### src/rtl/apb_rr_master.sv
// Round-robin arbiter plus single-transfer APB master shared by N_REQ requesters.
// One command per grant; done pulses the owner one cycle after completion or timeout.
module apb_rr_master #(
    parameter int N_REQ   = 4,
    parameter int ADDR_W  = 32,
    parameter int DATA_W  = 32,
    parameter int TIMEOUT = 16
) (
    input  logic                    PCLK,
    input  logic                    PRESET,
    input  logic [N_REQ-1:0]        req,
    input  logic [N_REQ-1:0]        req_wr,
    input  logic [N_REQ*ADDR_W-1:0] req_addr,
    input  logic [N_REQ*DATA_W-1:0] req_wdata,
    output logic [N_REQ-1:0]        gnt,
    output logic [N_REQ-1:0]        done,
    output logic [DATA_W-1:0]       rsp_rdata,
    output logic                    rsp_err,
    output logic                    PSEL,
    output logic                    PENABLE,
    output logic                    PWRITE,
    output logic [ADDR_W-1:0]       PADDR,
    output logic [DATA_W-1:0]       PWDATA,
    input  logic                    PREADY,
    input  logic [DATA_W-1:0]       PRDATA,
    input  logic                    PSLVERR
);

    localparam int PW = (N_REQ > 1) ? $clog2(N_REQ) : 1;
    localparam int TW = $clog2(TIMEOUT + 1);
    localparam logic [PW:0] NQ = (PW+1)'(N_REQ);

    localparam logic [1:0] IDLE   = 2'd0;
    localparam logic [1:0] SETUP  = 2'd1;
    localparam logic [1:0] ACCESS = 2'd2;

    logic [1:0]           state;
    logic [PW-1:0]        ptr;
    logic [PW-1:0]        owner;
    logic [PW-1:0]        pick;
    logic [PW-1:0]        off;
    logic [PW-1:0]        nxt_ptr;
    logic [PW:0]          sum;
    logic [TW-1:0]        tcnt;
    logic [N_REQ-1:0]     elig;
    logic [N_REQ-1:0]     rot;
    logic [2*N_REQ-1:0]   dbl;
    logic                 found;
    logic                 sel_wr;
    logic [ADDR_W-1:0]    sel_addr;
    logic [DATA_W-1:0]    sel_wdata;
    logic                 finish;

    assign elig    = req & ~done;
    assign PSEL    = (state == SETUP) || (state == ACCESS);
    assign PENABLE = (state == ACCESS);

    // rotate so bit 0 is the requester at ptr; first set bit wins
    assign dbl = {elig, elig} >> ptr;
    assign rot = dbl[N_REQ-1:0];

    always_comb begin
        off   = '0;
        found = 1'b0;
        for (int k = 0; k < N_REQ; k++) begin
            if (!found && rot[k]) begin
                found = 1'b1;
                off   = PW'(k);
            end
        end
        sum = {1'b0, ptr} + {1'b0, off};
        if (sum >= NQ) sum = sum - NQ;
        pick = sum[PW-1:0];
    end

    always_comb begin
        sel_wr    = 1'b0;
        sel_addr  = '0;
        sel_wdata = '0;
        for (int k = 0; k < N_REQ; k++) begin
            if (pick == PW'(k)) begin
                sel_wr    = req_wr[k];
                sel_addr  = req_addr[k*ADDR_W +: ADDR_W];
                sel_wdata = req_wdata[k*DATA_W +: DATA_W];
            end
        end
    end

    assign nxt_ptr = (owner == PW'(N_REQ-1)) ? '0 : owner + PW'(1);
    assign finish  = PREADY || (tcnt == TW'(TIMEOUT-1));

    always_ff @(posedge PCLK) begin
        if (PRESET) begin
            state     <= IDLE;
            ptr       <= '0;
            owner     <= '0;
            tcnt      <= '0;
            gnt       <= '0;
            done      <= '0;
            rsp_rdata <= '0;
            rsp_err   <= 1'b0;
            PWRITE    <= 1'b0;
            PADDR     <= '0;
            PWDATA    <= '0;
        end else begin
            done <= '0;
            case (state)
                IDLE: begin
                    if (found) begin
                        state  <= SETUP;
                        owner  <= pick;
                        gnt    <= N_REQ'(1) << pick;
                        PWRITE <= sel_wr;
                        PADDR  <= sel_addr;
                        PWDATA <= sel_wdata;
                    end
                end
                SETUP: begin
                    state <= ACCESS;
                    tcnt  <= '0;
                end
                ACCESS: begin
                    if (finish) begin
                        state   <= IDLE;
                        gnt     <= '0;
                        done    <= gnt;
                        ptr     <= nxt_ptr;
                        rsp_err <= PREADY ? PSLVERR : 1'b1;
                        if (PREADY && !PWRITE) rsp_rdata <= PRDATA;
                    end else begin
                        tcnt <= tcnt + TW'(1);
                    end
                end
                default: state <= IDLE;
            endcase
        end
    end

endmodule

### config.mk
export PLATFORM = sky130hd
export DESIGN_NAME = apb_rr_master
export DESIGN_NICKNAME = d
export VERILOG_FILES = /design/src/rtl/apb_rr_master.sv
export SDC_FILE = /design/constraint.sdc
export NUM_CORES = 1
export LEC_CHECK = 0
export BUFFER_PORTS_ARGS = -buffer_cell sky130_fd_sc_hd__buf_2
export CAP_MARGIN = 10
export CELL_PAD_IN_SITES_DETAIL_PLACEMENT = 1
export CELL_PAD_IN_SITES_GLOBAL_PLACEMENT = 1
export CORE_AREA = 2 2 160 162
export CTS_BUF_LIST = sky130_fd_sc_hd__clkbuf_2 sky130_fd_sc_hd__clkbuf_4 sky130_fd_sc_hd__clkbuf_8
export DETAILED_ROUTE_END_ITERATION = 10
export DIE_AREA = 0 0 162 164
export PLACE_DENSITY = 0.74
export SLEW_MARGIN = 20
export SYNTH_ARGS = -nofsm -noshare
export SYNTH_HDL_FRONTEND = slang
export SYNTH_SLANG_ARGS = --single-unit
### constraint.sdc
create_clock -name PCLK -period 3.19 [get_ports PCLK]
set_input_delay 0.1595 -clock PCLK [delete_from_list [all_inputs] [get_ports PCLK]]
set_output_delay 0.1595 -clock PCLK [all_outputs]
set_load 0.005 [all_outputs]
==> impl_metrics.tcl <==
set metrics [dict create \
    detailedRoute.firstPassIterationCount 4 \
    gr-usage-all-layers_pct 23.6 \
    worstSkewPairLatency_ns 0.46 \
    slew_headroom_pct 56.9 \
    mostFrequentLayoutCell "sky130_fd_sc_hd__buf_2" \
    placement.setup.worst_slack_ns -0.0913 \
    p_int_mw 3.32 \
    yosys.area_share.xor_xnor_pct 0 \
    synth.lib_cells_used.distinct 48 \
    starting_utilization_of_the_core_area_pct 24.1 \
    setup.worst_path.start_class "flop" \
    hold_slack_ns 0.0358 \
    dominantRegCellSynth "sky130_fd_sc_hd__dfxtp_1" \
    total_leakage_power_nw 4.41 \
    clock-root-buffer "sky130_fd_sc_hd__clkbuf_8" \
    global_route.overflow_total 0 \
    final.fill_count 3068 \
    synth_async_sr_flop_share_pct 0 \
    ir_drop_worst_vdd_mv 0.288 \
    timing.critical_path.fanout_max 12 \
    synth.area.mux_share_pct 4.01 \
    yosysSeqAreaShare_pct 39.1 \
    cts_tree "done" \
    worstSetupStartpoint "ptr[0]$_SDFFE_PP0P_" \
    combinational_family_with_the_most_area_after_synthesis "compound AO/OA/AOI/OAI gates" \
    max_freq_mhz 331 \
    vias 7925 \
    drive_gt1_share_pct 41.4 \
    power.share.clock_pct 32.1 \
    overall_die_width_um 162 \
    synth_area_per_cell_um2 8.13 \
    synthesis.yosys.warnings 0 \
    worstHoldStart "req_addr[3]" \
    cts_buffers 17 \
    flip_flop_and_latch_count_after_synthesis 117 \
    drt_first_iter_violations 479 \
    ff2ff_path_depth 14 \
    cts_max_path_buffers 2 \
    gpl.final_weighted_congestion 0.907 \
    most-common-layout-cells "407 x sky130_fd_sc_hd__buf_2, 121 x sky130_fd_sc_hd__nand2_1, 114 x sky130_fd_sc_hd__dfxtp_1" \
    route.detailed.vias_per_inst 5.04 \
    synth_edf_count 0 \
    count_of_boundary_i_o_pins 408 \
    timing_worst_slew_pin_value_ns 0.646 \
    worst_r2r_endpoint "PWDATA[7]$_SDFFE_PP0P_" \
    critical_path_required_ns 3.51 \
    start_of_the_worst_register_to_register_path "ptr[0]$_SDFFE_PP0P_" \
    fin_util_pct 40.3 \
    final_min_period_over_clock_period_pct 94.7 \
    number_of_global_route_vias_before_repair 8585 \
    numClockSinks 117 \
    grt_first_pass_wirelength_mm 48.1 \
    critPathKind "flop to flop" \
    worst_ep_arrival_time_ns 3.34 \
    yosys.area_share.simple_pct 22.5 \
    dpl.hpwl_mm 22.9 \
    tightest_hold_check_type "input pin to flop" \
    post_synth_fa_ha_maj_area_fraction_pct 1.63 \
    setup_viol 0 \
    total_switching_power_mw 1.72 \
    synthesis.area_mm2 0.00599 \
    wire_per_inst_um 20.4 \
    cellPowerDensity_mw_per_mm2 503 \
    htreeDepth 4 \
    power.share.switching_pct 34.1 \
    io_buffer_count 407 \
    finalHoldViolations 0 \
    synthCells 736 \
    rows 58 \
    wl_mm 32.1 \
    timing_max_transition_violations_final 0 \
    dieArea_mm2 0.0266 \
    final.setup_skew_ns 0.0275 \
    syn_to_final_growth_pct 67.2 \
    maxCapViolCount 0 \
    outcome "complete, no violations" \
    timing.critical_path.to_type "flop" \
    timing.final.crit_period_ns 3.02 \
    final_net_count 1526 \
    synth.net_count 1043 \
    maximum_number_of_pins_on_one_net_before_global_route_repair 86 \
    finalWorstSetupSlack_ns 0.169 \
    endpoint "PWDATA[7]$_SDFFE_PP0P_" \
    comb_power_share_pct 32.5 \
    fp.dieH_um 164 \
    coreArea_mm2 0.0248 \
    worst_setup_hold_path_clk_slew_ns 0.10 \
    proportion_of_power_drawn_by_flip_flops_and_latches_pct 35.4 \
    reg2reg_slack_ns 0.17 \
    ant_nets_after_route 0 \
    remaining_drc_errors 0 \
    antenna_found_initial 9 \
    synth_compound_gate_area_share_pct 26.9 \
]
## critical path, stage by stage (launching register included)
cell	delay (ns)
sky130_fd_sc_hd__dfxtp_4	0.39
sky130_fd_sc_hd__and3b_1	0.21
sky130_fd_sc_hd__a21o_1	0.17
sky130_fd_sc_hd__o21ai_0	0.12
sky130_fd_sc_hd__a21bo_2	0.23
sky130_fd_sc_hd__a32o_1	0.23
sky130_fd_sc_hd__ha_4	0.18
sky130_fd_sc_hd__buf_4	0.15
sky130_fd_sc_hd__a211oi_4	0.21
sky130_fd_sc_hd__buf_4	0.20
sky130_fd_sc_hd__o31ai_4	0.10
sky130_fd_sc_hd__buf_12	0.17
sky130_fd_sc_hd__buf_4	0.14
sky130_fd_sc_hd__o221ai_1	0.26
sky130_fd_sc_hd__o31ai_1	0.12
## area by class of cell
cell class / instances / area [µm²] / share of cell area (%)
Tap cell: 330 / 413 / 4.13
Clock inverter: 13 / 198 / 1.98
Sequential cell: 117 / 2350 / 23.5
Clock buffer: 19 / 255 / 2.55
Inverter: 7 / 26.3 / 0.263
Multi-Input combinational cell: 541 / 3380 / 33.8
Timing Repair Buffer: 535 / 3360 / 33.6
Antenna cell: 9 / 22.5 / 0.225
## synthesized netlist by cell type, drive strengths merged (2+ instances only)
cell / count / area share (%)
a31oi: 2 / 0.21
nand2b: 17 / 1.8
o22ai: 16 / 1.7
a211oi: 4 / 0.71
inv: 7 / 0.44
and3b: 3 / 0.44
o221ai: 48 / 7.0
a21oi: 46 / 3.8
nand2: 121 / 7.6
a32oi: 3 / 0.44
buf: 27 / 2.7
nand3: 2 / 0.17
dfxtp: 117 / 39
nor2b: 4 / 0.42
ha: 7 / 1.5
nand4: 2 / 0.21
or3: 4 / 0.42
nand3b: 2 / 0.25
nor3: 102 / 8.8
o21ai: 9 / 0.75
nor3b: 2 / 0.25
nor2: 20 / 1.3
and2: 5 / 0.52
clkbuf: 44 / 2.8
o21bai: 16 / 2.0
a221oi: 16 / 2.3
mux2i: 24 / 4.0
o31ai: 51 / 6.4
and3: 2 / 0.21
## timing repair
item / in CTS / in global routing
hold buffers: 80 / 0
hold endpoints to repair: 67 / 0
endpoints found under the setup margin: 25 / 54
gates resized for setup: 3 / 11
pin swaps: 0 / 4
buffers inserted: 0 / 5
gates cloned: 0 / 1
## flip-flops by register name (all words and copies together), names as in the netlist
register and flops:
PADDR 32, PWDATA 32, rsp_rdata 32, tcnt 5, done 4, gnt 4, owner 2, ptr 2
state 2, PWRITE 1, rsp_err 1
## worst min path at each step
| stage | end | slack, ns | cells past startpoint |
|---|---|---|---|
| floorplan | rsp_rdata[0]$_SDFFE_PP0P_ | 0.30 | 2 |
| global placement | rsp_rdata[25]$_SDFFE_PP0P_ | 0.40 | 3 |
| detailed placement | rsp_rdata[12]$_SDFFE_PP0P_ | 0.41 | 3 |
| CTS | PADDR[5]$_SDFFE_PP0P_ | 0.002 | 3 |
| global route | PWDATA[26]$_SDFFE_PP0P_ | 0.01 | 3 |
| finish | PADDR[3]$_SDFFE_PP0P_ | 0.04 | 3 |
## kinds of logic (layout without fill, tap and decap cells)
group,Yosys count,in the layout
AND/OR/NAND/NOR,288,288
adder cells (fa/ha/maj),8,8
other,0,9
buffers and inverters,78,574
flip-flops,117,117
multiplexers,24,24
AO/OA/AOI/OAI,221,221
## per-stage QoR
stage | cell area (µm²) | setup TNS (ns) | total power [mW] | cells
floorplan | 5990 | 0 | 2.52 | 736
global placement | 8620 | -0.0197 | 3.27 | 1444
detailed placement | 8620 | -0.101 | 3.31 | 1444
CTS | 9890 | 0 | 5.01 | 1556
global route | 10000 | -0.00650 | 5.29 | 1568
finish | 10000 | 0 | 5.03 | 1571
## power by group through the flow
stage	clock network [mW]	logic, mW	registers (mW)
4_1_cts	1.66	1.58	1.78
3_5_place_dp	0	1.49	1.81
6_report	1.62	1.63	1.78
5_1_grt	1.72	1.77	1.80
3_3_place_gp	0	1.47	1.80
2_1_floorplan	0	0.713	1.81
## routing by layer
metal	global-route usage [%]	up-vias	routed length [µm]
met2	40.4	321	15700
met5	0	-	13
met1	26.7	3779	12800
li1	-	3731	-
met4	12.6	2	1500
met3	6.52	92	2080
Power figures use the tool's default switching activity.
